==> config.mk <==
export PLATFORM = sky130hd
export DESIGN_NAME = mau_reliable_send_seq_unit
export DESIGN_NICKNAME = d
export VERILOG_FILES = /design/src/rtl/mau_reliable_send_seq_unit.sv
export SDC_FILE = /design/constraint.sdc
export NUM_CORES = 1
export LEC_CHECK = 0
export BUFFER_PORTS_ARGS = -buffer_cell sky130_fd_sc_hd__buf_2
export CORE_AREA = 2 2 403 405
export DETAILED_ROUTE_END_ITERATION = 12
export DIE_AREA = 0 0 405 407
export PLACE_DENSITY = 0.39
export SYNTH_ARGS = -nofsm -noshare
export SYNTH_HDL_FRONTEND = slang
export SYNTH_SLANG_ARGS = --single-unit
==> constraint.sdc <==
create_clock -name clk -period 37.7 [get_ports clk]
set_input_delay 1.885 -clock clk [delete_from_list [all_inputs] [get_ports clk]]
set_output_delay 1.885 -clock clk [all_outputs]
set_load 0.01 [all_outputs]
==> src/rtl/mau_reliable_send_seq_unit.sv <==
// mau_reliable_send_seq_unit: reliable-send action stage assigning per-flow RPNs,
// with an internal forwarding history so back-to-back same-flow updates stay coherent.
module mau_reliable_send_seq_unit #(
    parameter int PHV_WIDTH       = 456,
    parameter int PHV_B_COUNT     = 9,
    parameter int PHV_H_COUNT     = 2,
    parameter int PHV_W_COUNT     = 11,
    parameter int FLOWSTATE_WIDTH = 32,
    parameter int ADDR_WIDTH      = 10,
    parameter int FWD_DEPTH       = 4,
    parameter int CNT_WIDTH       = 16
) (
    input  logic                       clk,
    input  logic                       rst_n,
    input  logic                       reliable_enable,
    input  logic [PHV_WIDTH-1:0]       s_phv_info,
    input  logic                       s_phv_valid,
    output logic                       s_phv_ready,
    input  logic                       s_phv_mat_hit,
    input  logic [FLOWSTATE_WIDTH-1:0] s_phv_mat_value,
    input  logic [ADDR_WIDTH-1:0]      s_phv_mat_addr,
    output logic [PHV_WIDTH-1:0]       m_phv_info,
    output logic                       m_phv_valid,
    input  logic                       m_phv_ready,
    output logic [FLOWSTATE_WIDTH-1:0] bcd_flowstate_out,
    output logic [ADDR_WIDTH-1:0]      bcd_addr_out,
    output logic                       bcd_valid_out,
    output logic [CNT_WIDTH-1:0]       stat_dat_hit,
    output logic [CNT_WIDTH-1:0]       stat_dat_miss
);
    // containers are packed bytes first, then halfwords, then words, from bit 0 upward
    localparam int HO      = 8 * PHV_B_COUNT;
    localparam int WO      = HO + 16 * PHV_H_COUNT;
    localparam int RPN_LSB = WO + 32 * 9;
    localparam int FI_LSB  = HO + 16;

    logic [PHV_WIDTH-1:0]       info_q, info_d;
    logic                       valid_q;
    logic [FWD_DEPTH-1:0]       hv_q;
    logic [ADDR_WIDTH-1:0]      ha_q [FWD_DEPTH];
    logic [FLOWSTATE_WIDTH-1:0] hf_q [FWD_DEPTH];
    logic [FLOWSTATE_WIDTH-1:0] fs, nfs, bcd_fs_q;
    logic [ADDR_WIDTH-1:0]      bcd_addr_q;
    logic                       bcd_valid_q;
    logic [CNT_WIDTH-1:0]       hit_cnt_q, miss_cnt_q;
    logic                       accept, act, dat, nack, dat_hit, dat_miss;

    assign s_phv_ready = ~valid_q | m_phv_ready;
    assign accept      = s_phv_valid & s_phv_ready;
    assign act         = reliable_enable & s_phv_info[15];
    assign dat         = s_phv_info[2];
    assign nack        = s_phv_info[3];
    assign dat_hit     = accept & act & s_phv_mat_hit & dat;
    assign dat_miss    = accept & act & ~s_phv_mat_hit & dat;
    assign nfs         = fs + 1'b1;

    // walk oldest to newest so the newest matching entry wins
    always_comb begin
        fs = s_phv_mat_value;
        for (int i = FWD_DEPTH - 1; i >= 0; i--)
            if (hv_q[i] && ha_q[i] == s_phv_mat_addr) fs = hf_q[i];
    end

    always_comb begin
        info_d = s_phv_info;
        if (act && s_phv_mat_hit && dat) begin
            info_d[5]                = 1'b0;
            info_d[11]               = 1'b1;
            info_d[12]               = 1'b0;
            info_d[RPN_LSB +: 32]    = 32'(fs);
            info_d[FI_LSB +: 16]     = 16'(s_phv_mat_addr);
        end else if (act && s_phv_mat_hit && nack) begin
            info_d[11]               = 1'b1;
            info_d[FI_LSB +: 16]     = 16'(s_phv_mat_addr);
        end else if (act && !s_phv_mat_hit && dat) begin
            info_d[5]                = 1'b1;
            info_d[12]               = 1'b1;
            info_d[40 +: 8]          = 8'd9;
            info_d[RPN_LSB +: 32]    = 32'd0;
        end else if (act && !s_phv_mat_hit) begin
            info_d[24 +: 8]          = 8'h7F;
            info_d[40 +: 8]          = 8'd15;
        end
    end

    always_ff @(posedge clk or negedge rst_n) begin
        if (!rst_n) begin
            valid_q     <= 1'b0;
            hv_q        <= '0;
            bcd_valid_q <= 1'b0;
            bcd_addr_q  <= '0;
            bcd_fs_q    <= '0;
            hit_cnt_q   <= '0;
            miss_cnt_q  <= '0;
        end else begin
            valid_q     <= accept | (valid_q & ~m_phv_ready);
            bcd_valid_q <= dat_hit;
            if (dat_hit) begin
                for (int i = FWD_DEPTH - 1; i > 0; i--) hv_q[i] <= hv_q[i-1];
                hv_q[0]    <= 1'b1;
                bcd_addr_q <= s_phv_mat_addr;
                bcd_fs_q   <= nfs;
                hit_cnt_q  <= hit_cnt_q + CNT_WIDTH'(hit_cnt_q != '1);
            end
            if (dat_miss) miss_cnt_q <= miss_cnt_q + CNT_WIDTH'(miss_cnt_q != '1);
        end
    end

    always_ff @(posedge clk) begin
        if (accept) info_q <= info_d;
        if (dat_hit) begin
            for (int i = FWD_DEPTH - 1; i > 0; i--) begin
                ha_q[i] <= ha_q[i-1];
                hf_q[i] <= hf_q[i-1];
            end
            ha_q[0] <= s_phv_mat_addr;
            hf_q[0] <= nfs;
        end
    end

    assign m_phv_info        = info_q;
    assign m_phv_valid       = valid_q;
    assign bcd_valid_out     = bcd_valid_q;
    assign bcd_addr_out      = bcd_addr_q;
    assign bcd_flowstate_out = bcd_fs_q;
    assign stat_dat_hit      = hit_cnt_q;
    assign stat_dat_miss     = miss_cnt_q;
endmodule

# After elaboration in Yosys (flattened, before gate mapping)
# Memory sizes are Yosys's and may differ from the RTL's.
# Index checks and enable logic that the tools add are counted.
word_totals:
  word_cells: 68
  register_bits: 536
  n_memories: 2
  in_bits: 504
  ramBits: 168
  out_inout_bits: 533
memory_table:
  columns: ["name", "depth", "width", "read_ports", "rd_clocked_by_memory_dff", "wr", "line", "text"]
  rows:
  - ["hf_q", 4, 32, 4, 0, 4, "41", "logic [FLOWSTATE_WIDTH-1:0] hf_q [FWD_DEPTH];"]
  - ["ha_q", 4, 10, 4, 0, 4, "40", "logic [ADDR_WIDTH-1:0] ha_q [FWD_DEPTH];"]
classes:
  reduce_logical: 11
  bitwise: 13
  eq_ne: 6
  n_mux: 23
  addsub: 3
op_table:
  columns: ["operator", "count"]
  rows:
  - ["32-bit two-way mux", 7]
  - ["8-bit two-way mux", 8]
  - ["10-bit == test", 4]
  - ["16-bit by 1-bit adder with 16-bit output", 2]
  - ["32-bit by 1-bit adder with 32-bit output, second input constant", 1]
  - ["16-bit != test, second input constant", 2]
  - ["10-bit two-way mux", 2]
  - ["1-bit logical AND", 9]
  - ["1-bit AND", 8]
  - ["1-bit two-way mux", 6]
  - ["1-bit NOT", 3]
  - ["1-bit bitwise OR", 2]
  - ["2-bit OR reduction", 1]
  - ["1-bit logical NOT", 1]

# Longest topological paths before layout
logic_depth:
  word_depth: 8
  mapped_depth: 16
  mapped_depth_nobuf: 13

# Worst setup path before layout
# No wires, ideal clock.
synth_path:
  kind: "input port to flip-flop"
  start: "input m_phv_ready"
  end: "register bcd_valid_q, in the netlist bcd_valid_out"
  required_time_ns: 37.053
  cell_stages: 6
  setup_ns: 0.647
  slack_ns: 18.126
  path_buffers: 2
  arrival_ns: 18.927
  cell_sequence: "nand2b_1 and2_1 nand3_1 inv_1 clkbuf_1 clkbuf_1"
synth_between:
  elab_chain_len: 5
synth_rtl:
  columns: ["element", "line", "text"]
  rows:
  - ["start: declaration", "24", "input logic m_phv_ready,"]
  - ["1-bit bitwise OR", "48", "assign s_phv_ready = ~valid_q | m_phv_ready;"]
  - ["1-bit AND", "49", "assign accept = s_phv_valid & s_phv_ready;"]
  - ["net accept", "46", "logic accept, act, dat, nack, dat_hit, dat_miss;"]
  - ["1-bit AND (3 in series)", "53", "assign dat_hit = accept & act & s_phv_mat_hit & dat;"]
  - ["net dat_hit", "46", null]
  - ["end signal: assignment", "97", "bcd_valid_q <= dat_hit;"]
  - ["end: declaration", "44", "logic bcd_valid_q;"]
# The timed path passes the listed nets, and every way through them passes these cells.
# A chain may end at the register's enable or synchronous reset.

# Final worst setup path
layout_path:
  start: "input s_phv_mat_addr[5]"
  end: "register bcd_fs_q[28], in the netlist bcd_flowstate_out[28]"
layout_between:
  elab_chain_len: 7
  elab_cells_between_ends: 13
  classes_between: "1 x add/sub; 4 x eq/ne; 4 x mux; 4 x reduce/logical"
layout_rtl:
  columns: ["element", "line", "text"]
  rows:
  - ["start: declaration", "21", "input logic [ADDR_WIDTH-1:0] s_phv_mat_addr,"]
  - ["10-bit == test", "61", "if (hv_q[i] && ha_q[i] == s_phv_mat_addr) fs = hf_q[i];"]
  - ["1-bit logical AND", "61", null]
  - ["32-bit two-way mux (3 in series)", "61", null]
  - ["32-bit two-way mux *", "61", null]
  - ["32-bit by 1-bit adder with 32-bit output *", "55", "assign nfs = fs + 1'b1;"]
  - ["net nfs[28]", "42", "logic [FLOWSTATE_WIDTH-1:0] fs, nfs, bcd_fs_q;"]
  - ["end signal: assignment", "102", "bcd_fs_q <= nfs;"]
  - ["end: declaration", "42", null]
# Mark *: on every way through the listed nets, which the timed path passes. The rest lies on a longest branch.

==> metrics <==
status complete, no violations; DP Area 33200 um^2; TritonRoute pass-1 iters 5; Synth Flop Type edfxtp_1; reg2reg setup slack 33.40 ns; Starting Density 0.159; P_int 0.00147 W; Compound-Gate Fraction of Synth Area 0.0448; PD cells 54.3 nW/um^2; worst skew pair latency 0.71 ns; CTS tree built; Post-CTS Setup Bufs 0; Slew Viols, Final 0; post-CTS resize count 0; setup violators final 0; setup_tns 0 ns; worst min-delay path category register to register; Total GRT Usage 0.154; final hold violation count 0; Synth Register Bits 704; layout cells sized above 1 0.490; CTS Sinks 704; final WL 132000 um; RSZ-0062 raised after global routing no; Reg clk slew, reported paths 0.06 ns; Syn Nets 1924; Core ar. 160000 um^2; grt peak-use layer met2; input/output buffers 1036; Mapped Area around 25000 um^2; LEAKAGE 14.5 nW; slew margin rel. 0.291; CP max FO 12; Synth Area per Inst between 15 and 20 um^2; vias in the first global route 17500; Critical Path Source s_phv_mat_addr[5]; Commonest cells post-synth edfxtp_1 (624), nand2_1 (127), dfrtp_1 (80), xnor2_1 (67), o21ai_0 (41); Post-synth EDFFs 624; Slew @ Worst Pin 1.06 ns; # rows 147; Via density around 3.7; Netlist cell types 63; GRT met2 Usage 0.253; r2r endpoint bcd_flowstate_out[28]$_DFFE_PN0P_; die area 165000 um^2; Reg-to-Reg Start ha_q[3][5]$_DFFE_PP_; Die Width 405 um; I/O Pins 1037; CP Capture Point bcd_flowstate_out[28]$_DFFE_PN0P_; XOR/XNOR Fraction of Synth Area 0.0335; met3 Use GR 0.0856; Synth area leaders edfxtp_1 (74%), dfrtp_1 (7.9%), xnor2_1 (2.3%); Req. time, crit path ~38 ns; largest net degree at the start of global routing 87; Setup crit start kind input pin; Post-Synth Simple-Gate Area 0.0636; post-route ant nets 0; routing usage on met1 0.171; Root Driver clkbuf_16; via count around 18000; count leader, synth edfxtp_1; min setup slack post-route 32.43 ns; asr flop ratio synth 0.114; Worst R2R Path Depth 13; mux contribution to synthesized area 0.0255; Crit Path Class input pin to register; Die Ht 407 um; clk buf depth 3; main combinational cell family by area after synthesis simple AND/OR/NAND/NOR gates; Initial DRC Count 1211; cell taking the most area after synthesis edfxtp_1; Tmin final 5.27 ns; Seq pwr share 0.467; H-Tree Depth 3; nets@finish 3020; TritonCTS buffer count roughly 90; WL/cell ~28 um; Seq/Total Area, Yosys 0.817; first-pass GRT wire length 168000 um; CP Capture Type register; post-detail-place hpwl 109000 um; Synth top area share 0.738; max-cap viol count 0; DRC 0; Combinational Power Share 0.089; Ys Warns 0; Fmax 0.190 GHz; GPL Wtd Cong 0.836; Switch Pwr between 0.0004 and 0.0005 W; total grt overflow 0; Post-CTS Hold Buffers 0; Synth Area in Adders 0.00246; Clk pwr share 0.444; Layout Skew 0.0481 ns; Critical Path AT between 5 and 6 ns; VDD IR max 0.0328 mV; Final Cycle Share 0.140; post-route cell area 36200 um^2; initial antenna violation count 149; cells after synthesis 1415; synthesis-to-layout area growth 42.6%; dpl ws 31.70 ns; Switching Fraction 0.252
[cells in the final DEF, fill, tap and decap left out, types with 17 or more instances in the layout]
master and n:
clkinv_2 17, inv_1 23, nand2_1 127, mux2_2 34
dfrtp_1 80, mux2i_1 25, o21ai_0 41, nand4_1 32
diode_2 17, xor2_1 30, a21oi_1 27, a22o_1 20
buf_4 24, buf_2 1035, nor2_1 36, and2_1 17
nand3_1 26, clkbuf_16 90, edfxtp_1 624, xnor2_1 67
[metal layers]
metal,vias up,share of wire
li1,7639,-
met3,353,0.13
met5,-,0.0029
met1,8527,0.37
met4,60,0.029
met2,954,0.47
[critical path, stage by stage]
cell and delay, ns:
buf_2 0.17, xor2_1 0.18, or4b_4 0.66, o41ai_2 0.30
o2111ai_1 0.15, a31o_2 0.32, inv_1 0.09, ha_1 0.16
and2_1 0.20, nand4_1 0.49, nor3_2 0.58, nand3b_1 0.16
xnor2_1 0.18, mux2_2 0.28
[how the worst min path moves through the flow]
| stage | slack [ns] | depth (start not counted) | end | startpoint |
|---|---|---|---|---|
| finish | 0.44 | 0 | hf_q[3][29]$_DFFE_PP_ | hf_q[2][29]$_DFFE_PP_ |
| global route | 0.44 | 0 | hf_q[2][1]$_DFFE_PP_ | hf_q[1][1]$_DFFE_PP_ |
| CTS | 0.44 | 0 | hf_q[2][1]$_DFFE_PP_ | hf_q[1][1]$_DFFE_PP_ |
| detailed placement | 0.43 | 0 | hf_q[2][2]$_DFFE_PP_ | hf_q[1][2]$_DFFE_PP_ |
| global placement | 0.43 | 0 | hf_q[3][11]$_DFFE_PP_ | hf_q[2][11]$_DFFE_PP_ |
| floorplan | 0.42 | 0 | hf_q[2][2]$_DFFE_PP_ | hf_q[1][2]$_DFFE_PP_ |
[state kept, by name, summed over array words and instances (netlist names), 4 cells and up]
signal	count
hv_q	4
m_phv_info	456
stat_dat_miss	16
bcd_addr_out	10
ha_q	40
bcd_flowstate_out	32
stat_dat_hit	16
hf_q	128
[logic make-up (layout without fill, tap and decap cells)]
logic type / count (synthesis) / after routing
muxes: 60 / 60
xor gates and xnor gates: 97 / 97
buffers and inverters: 77 / 1244
AOI/OAI and AO/OA: 160 / 160
and+or+nand+nor: 312 / 312
DFF: 704 / 704
adders and majority gates: 5 / 5
other: 0 / 17
[area by class of cell]
class / count / area, um^2
Fill cell: 17100 / 124000
Sequential cell: 704 / 20700
Timing Repair Buffer: 1059 / 5360
Multi-Input combinational cell: 634 / 4330
Tap cell: 2160 / 2700
Clock buffer: 107 / 2360
Clock inverter: 54 / 572
Inverter: 24 / 97.6
Antenna cell: 17 / 42.5
[through the flow]
stage	utilization	hold WS (ns)	power (W)	std cells
2_1_floorplan	-	0.418	0.00100	1415
3_3_place_gp	0.207	0.430	0.00112	4581
3_5_place_dp	0.207	0.431	0.00112	4581
4_1_cts	0.226	0.440	0.00201	4742
5_1_grt	0.226	0.444	0.00205	4748
6_report	0.226	0.440	0.00196	4759
[power groups by stage]
| stage | Clock (W) | Sequential, W | Combinational (W) |
|---|---|---|---|
| after floorplan | 0 | 0.000963 | 0.0000408 |
| after CTS | 0.000908 | 0.000919 | 0.000182 |
| after global placement | 0 | 0.000934 | 0.000182 |
| after global routing | 0.000931 | 0.000923 | 0.000193 |
| after detailed placement | 0 | 0.000935 | 0.000181 |
| final | 0.000872 | 0.000918 | 0.000175 |
Note: power is estimated with default switching activity, not from simulation.
